### config.mk
export PLATFORM = sky130hd
export DESIGN_NAME = zero_scan_ctrl_flat
export DESIGN_NICKNAME = d
export VERILOG_FILES = /design/src/rtl/zero_scan_ctrl_if.sv /design/src/rtl/zero_scan_ctrl.sv /design/src/flat_wrapper.sv
export SDC_FILE = /design/constraint.sdc
export NUM_CORES = 1
export LEC_CHECK = 0
export ABC_AREA = 1
export BUFFER_PORTS_ARGS = -buffer_cell sky130_fd_sc_hd__buf_2
export CAP_MARGIN = 20
export CORE_MARGIN = 4
export CORE_UTILIZATION = 40
export CTS_CLUSTER_SIZE = 24
export DETAILED_ROUTE_END_ITERATION = 8
export GPL_TIMING_DRIVEN = 0
export MAX_ROUTING_LAYER = met4
export PLACE_DENSITY = 0.65
export SETUP_SLACK_MARGIN = 0.3
export SYNTH_ARGS = -nofsm -noshare
export SYNTH_HDL_FRONTEND = slang
export SYNTH_SLANG_ARGS = --single-unit
### constraint.sdc
create_clock -name clk -period 2.05 [get_ports clk]
set_clock_uncertainty 0.1 [all_clocks]
set_input_delay 0.5125 -clock clk [delete_from_list [all_inputs] [get_ports clk]]
set_output_delay 0.5125 -clock clk [all_outputs]
set_load 0.02 [all_outputs]
### src/rtl/zero_scan_ctrl_if.sv
`default_nettype none
//------------------------------------------------------------------------------
// Module   : zero_scan_ctrl_if
// Brief    : Start/ready/done handshake bundle for the sequential zero scanner.
// Revision : 1.0 - initial release
//------------------------------------------------------------------------------
interface zero_scan_ctrl_if;
    logic        start;  // scan request, honoured only while ready
    logic [63:0] in;     // operand, captured on the accepting edge
    logic        is32;   // 1 = W operand, only bits [31:0] are scanned
    logic        ready;  // controller idle
    logic        done;   // one-cycle result-valid pulse
    logic        zero;   // scanned bits were all zero
    logic [2:0]  count;  // chunks examined by the last scan (1..4)

    modport master (
        output start, in, is32,
        input  ready, done, zero, count
    );

    modport slave (
        input  start, in, is32,
        output ready, done, zero, count
    );
endinterface
`default_nettype wire

### src/rtl/zero_scan_ctrl.sv
`default_nettype none
//------------------------------------------------------------------------------
// Module   : zero_scan_ctrl (+ zero16 slice detector)
// Brief    : Time-shares one 16-bit zero detector over the four chunks of a
//            64-bit operand, one chunk per clock, with early exit on the
//            first non-zero chunk. Supports X (64-bit) and W (32-bit) widths.
// Revision : 1.0 - initial release
//------------------------------------------------------------------------------

module zero16 (
    input  wire logic [15:0] in_i,
    output logic             zero_o
);
    assign zero_o = ~|in_i;
endmodule

module zero_scan_ctrl (
    input  wire logic         clk,
    input  wire logic         reset,
    zero_scan_ctrl_if.slave   bus
);
    typedef enum logic [1:0] {
        S_IDLE = 2'd0,
        S_SCAN = 2'd1,
        S_DONE = 2'd2
    } state_t;

    state_t      state_q, state_d;
    logic [1:0]  idx_q, idx_d;
    logic [63:0] op_q, op_d;
    logic        is32_q, is32_d;
    logic        zero_q, zero_d;
    logic [2:0]  count_q, count_d;

    logic [15:0] w_chunk;
    logic        w_slice_zero;
    logic [1:0]  w_last;
    logic [2:0]  w_count_next;

    // Select the chunk under examination from the captured operand
    always_comb begin
        w_chunk = op_q[15:0];
        case (idx_q)
            2'd0: w_chunk = op_q[15:0];
            2'd1: w_chunk = op_q[31:16];
            2'd2: w_chunk = op_q[47:32];
            2'd3: w_chunk = op_q[63:48];
            default: w_chunk = op_q[15:0];
        endcase
    end

    zero16 u_zero16 (
        .in_i   (w_chunk),
        .zero_o (w_slice_zero)
    );

    // W operands stop after chunk 1, so bits [63:32] are never examined
    assign w_last       = is32_q ? 2'd1 : 2'd3;
    assign w_count_next = {1'b0, idx_q} + 3'd1;

    // Next-state and datapath update decode
    always_comb begin
        state_d = state_q;
        idx_d   = idx_q;
        op_d    = op_q;
        is32_d  = is32_q;
        zero_d  = zero_q;
        count_d = count_q;
        case (state_q)
            S_IDLE: begin
                if (bus.start) begin
                    state_d = S_SCAN;
                    idx_d   = 2'd0;
                    op_d    = bus.in;
                    is32_d  = bus.is32;
                    zero_d  = 1'b0;
                    count_d = 3'd0;
                end
            end
            S_SCAN: begin
                if (!w_slice_zero) begin
                    zero_d  = 1'b0;
                    count_d = w_count_next;
                    state_d = S_DONE;
                end else if (idx_q == w_last) begin
                    zero_d  = 1'b1;
                    count_d = w_count_next;
                    state_d = S_DONE;
                end else begin
                    idx_d = idx_q + 2'd1;
                end
            end
            S_DONE: begin
                // start is deliberately ignored here; requester retries in IDLE
                state_d = S_IDLE;
            end
            default: begin
                state_d = S_IDLE;
            end
        endcase
    end

    // State and datapath registers; reset aborts any scan and drops captured data
    always_ff @(posedge clk) begin
        if (reset) begin
            state_q <= S_IDLE;
            idx_q   <= 2'd0;
            op_q    <= 64'd0;
            is32_q  <= 1'b0;
            zero_q  <= 1'b0;
            count_q <= 3'd0;
        end else begin
            state_q <= state_d;
            idx_q   <= idx_d;
            op_q    <= op_d;
            is32_q  <= is32_d;
            zero_q  <= zero_d;
            count_q <= count_d;
        end
    end

    assign bus.ready = (state_q == S_IDLE);
    assign bus.done  = (state_q == S_DONE);
    assign bus.zero  = zero_q;
    assign bus.count = count_q;

endmodule
`default_nettype wire

### src/flat_wrapper.sv
// flat-port wrapper written by rule: the top's interface ports become plain ports
module zero_scan_ctrl_flat 
  (clk, reset, bus_start, bus_in, bus_is32, bus_ready, bus_done, bus_zero, bus_count);
  zero_scan_ctrl_if bus_i ();
  input  wire logic clk;
  input  wire logic reset;
  input wire logic [$bits(bus_i.start)-1:0] bus_start;
  input wire logic [$bits(bus_i.in)-1:0] bus_in;
  input wire logic [$bits(bus_i.is32)-1:0] bus_is32;
  output wire logic [$bits(bus_i.ready)-1:0] bus_ready;
  output wire logic [$bits(bus_i.done)-1:0] bus_done;
  output wire logic [$bits(bus_i.zero)-1:0] bus_zero;
  output wire logic [$bits(bus_i.count)-1:0] bus_count;
  assign bus_i.start = bus_start;
  assign bus_i.in = bus_in;
  assign bus_i.is32 = bus_is32;
  assign bus_ready = bus_i.ready;
  assign bus_done = bus_i.done;
  assign bus_zero = bus_i.zero;
  assign bus_count = bus_i.count;
  zero_scan_ctrl u_core (.clk(clk), .reset(reset), .bus(bus_i));
endmodule
==> out/qor.csv <==
stage,metric,value,unit
outcome,outcome,finished clean,
critical_path,crit-path cells,inv_1 > nor2_1 > buf_2,
grt,grt ovf,0,
timing,slew margin rel.,0.690,
clock_tree,Worst-Skew Late Latency,0.34,ns
drt,vias per cell,4.46,
clock_tree,"Reg clk slew, reported paths",0.08,ns
critical_path,critical path launch point type,flop,
floorplan,core area,6910,um2
drt,total number of vias,2624,
critical_path,worst reg2reg endpoint,u_core.idx_q[1],
floorplan,Die Y,93.2,um
synth,Commonest cells post-synth,"174 x nor2_1, 73 x dfxtp_1, 50 x o21ai_0",
critical_path,critical path peak fanout,3,
finish,ANT cells,0,
synth,sequential area share after synthesis,0.503,
synth,most used flip-flop cell after synthesis,dfxtp_1,
synth,most frequent cell after synthesis,nor2_1,
place,Port Buffers,73,
finish,fill count,719,
synth,Post-Synthesis Cells,401,
grt,largest net degree at the start of global routing,13,
hold_path,worst hold path class,in -> reg,
grt,antenna violations before repair,0,
critical_path,Setup CP Type,reg -> out,
floorplan,num ports,74,
timing,Tmin final,1.66,ns
timing,Peak Freq,603,MHz
hold_path,hold wc startpoint,reset,
pwr,Pleak,1.70,nW
clock_tree,clock root buffer master,clkbuf_8,
timing,final-report setup violation count,0,
floorplan,die area,8690,um2
critical_path,crit path launch,u_core.state_q[1],
finish,layout cell share with drive strength beyond 1,0.241,
synth,Post-synth EDFFs,0,
timing,final hold vios,0,
clock_tree,CTS tree,built,
hold_path,worst hold path depth,2,
synth,Netlist cell types,23,
critical_path,register-to-register path setup slack,0.46,ns
timing,Hold Worst Slack,0.269,ns
clock_tree,CTS buffer count,9,
floorplan,width of the die,93.2,um
critical_path,arrival time at the worst endpoint,1.04,ns
critical_path,cells on worst reg2reg path,9,
synth,Syn. warnings,0,
synth,Yosys reg bits,73,
clock_tree,CTS sink count,73,
synth,async set-reset flop share out of synthesis,0,
drt,DR WL/cell,10.9,um
critical_path,critical path's slowest cell,dfxtp_2,
synth,Synth area leaders,"dfxtp_1 50%, nor2_1 22%, o21ai_0 8.6%",
drt,TritonRoute pass-1 iters,4,
critical_path,worst endpoint required time,1.44,ns
timing,TNS Setup,0,ns
critical_path,max incr delay on CP,0.37,ns
place,Detailed Place HPWL,4790,um
grt,first-pass GRT wire length,11200,um
pwr,Worst VDD drop,457,uV
timing,RSZ-0062 raised after global routing,yes,
clock_tree,clk buf depth,2,
synth,Synth area leader,dfxtp_1,
floorplan,initial core utilization,0.421,
critical_path,Worst Setup EP,bus_done,
finish,synth-to-layout area growth,25.8,%
drt,"antenna viol nets, final",0,
clock_tree,hold_buf cts,0,
job,max-cap viol count,0,
finish,multi-input logic area,1310,um2
synth,Post-Syn Nets,473,
synth,Mapped Area,2910,um2
drt,drc violations,0,
grt,vias in the first global route,2537,
critical_path,endpoint class of the critical path,output port,
synth,Mean Syn Cell Area,7.25,um2
grt,gr usage total,0.166,
critical_path,RR Startpoint,u_core.idx_q[0],
finish,Seq. cell area,1460,um2
synth,Yosys top cell area share,0.503,
timing,Worst Tran Pin Value,0.465,ns
timing,fin. max-slew vios,0,
floorplan,Site Rows,30,
clock_tree,H-tree depth,3,
drt,DR iter-0 viols,110,
pwr,pwr/cell area,945,nW/um2
timing,final period utilization,0.808,
place,Placer Congestion,0.827,
finish,Layout Nets,560,
drt,WL final,6430,um
-- logic make-up (layout without fill, tap and decap cells) --
| group | after synthesis | in the layout | synth area share |
|---|---|---|---|
| AOI/OAI and AO/OA | 69 | 69 | 0.123 |
| DFF | 73 | 73 | 0.503 |
| adders and majority gates | 4 | 4 | 0.0172 |
| xor gates and xnor gates | 1 | 1 | 0.00302 |
| and+or+nand+nor | 223 | 223 | 0.305 |
| buffers and inverters | 31 | 123 | 0.0491 |
-- final cells by class --
class / count / area share
Multi-Input combinational cell: 297 / 0.359
Tap cell: 96 / 0.0329
Buffer: 22 / 0.0298
Clock inverter: 5 / 0.0212
Clock buffer: 11 / 0.0414
Timing Repair Buffer: 76 / 0.106
Inverter: 9 / 0.00924
Sequential cell: 73 / 0.400
-- stage by stage --
stage               setup WS, ns  std cells  total power, W  utilization  cell area [um2]
floorplan                  0.562        401         0.00204            -             2910
global placement           0.169        570         0.00220        0.491             3390
detailed placement         0.135        570         0.00221        0.491             3390
CTS                        0.304        586         0.00349        0.524             3620
global route               0.301        589         0.00368        0.529             3660
finish                     0.393        589         0.00345        0.529             3660
-- flip-flops by register name, summed over array words and instances (netlist names) --
| name | cells |
|---|---|
| u_core.bus.count | 3 |
| u_core.bus.zero | 1 |
| u_core.state_q | 2 |
| u_core.op_q | 64 |
| u_core.is32_q | 1 |
| u_core.idx_q | 2 |
-- critical path, delay by kind of cell, from the launching register on --
kind	cells	cell delay, ns
simple gates	1	0.10
buf+inv	2	0.24
flops	1	0.37
-- per-layer routing --
layer	wire length (um)	vias up	track usage	share of wire
met1	3100	1114	0.209	0.48
met5	0	-	-	0
met4	82	0	0.0586	0.013
met2	2880	56	0.258	0.45
li1	-	1448	-	-
met3	367	6	0.0426	0.057
-- worst min-delay path by stage --
| stage | end | slack, ns |
|---|---|---|
| after global routing | u_core.state_q[1] | 0.25 |
| final | u_core.state_q[0] | 0.27 |
| after CTS | u_core.state_q[0] | 0.25 |
| after global placement | u_core.bus.zero | 0.35 |
| after detailed placement | u_core.bus.count[1] | 0.36 |
| after floorplan | u_core.op_q[0] | 0.36 |
-- power by group --
group / switching (W) / internal, W / leakage, nW
Sequential: 0.0000727 / 0.00155 / 0.605
Clock: 0.000512 / 0.000748 / 0.115
Combinational: 0.000325 / 0.000242 / 0.977
-- timing repair --
item,in CTS,in global routing
pin swaps,0,1
resized for setup,1,6
buffers inserted,0,3
endpoints found under the setup margin,1,7
-- layout by cell type, fill, tap and decap left out, types with 2 or more instances in the layout --
cell type / n
nand2_1: 30
clkbuf_1: 12
nand3_1: 6
nor2_1: 173
ha_1: 4
buf_2: 76
a21oi_1: 2
dfxtp_1: 71
buf_4: 9
dfxtp_2: 2
o21ai_1: 15
clkinv_2: 2
nand2_2: 3
bufinv_16: 2
nand4_1: 5
inv_1: 3
o21ai_0: 50
inv_2: 6
nor2_2: 2
clkbuf_8: 11
(Power assumes the default switching activity.)
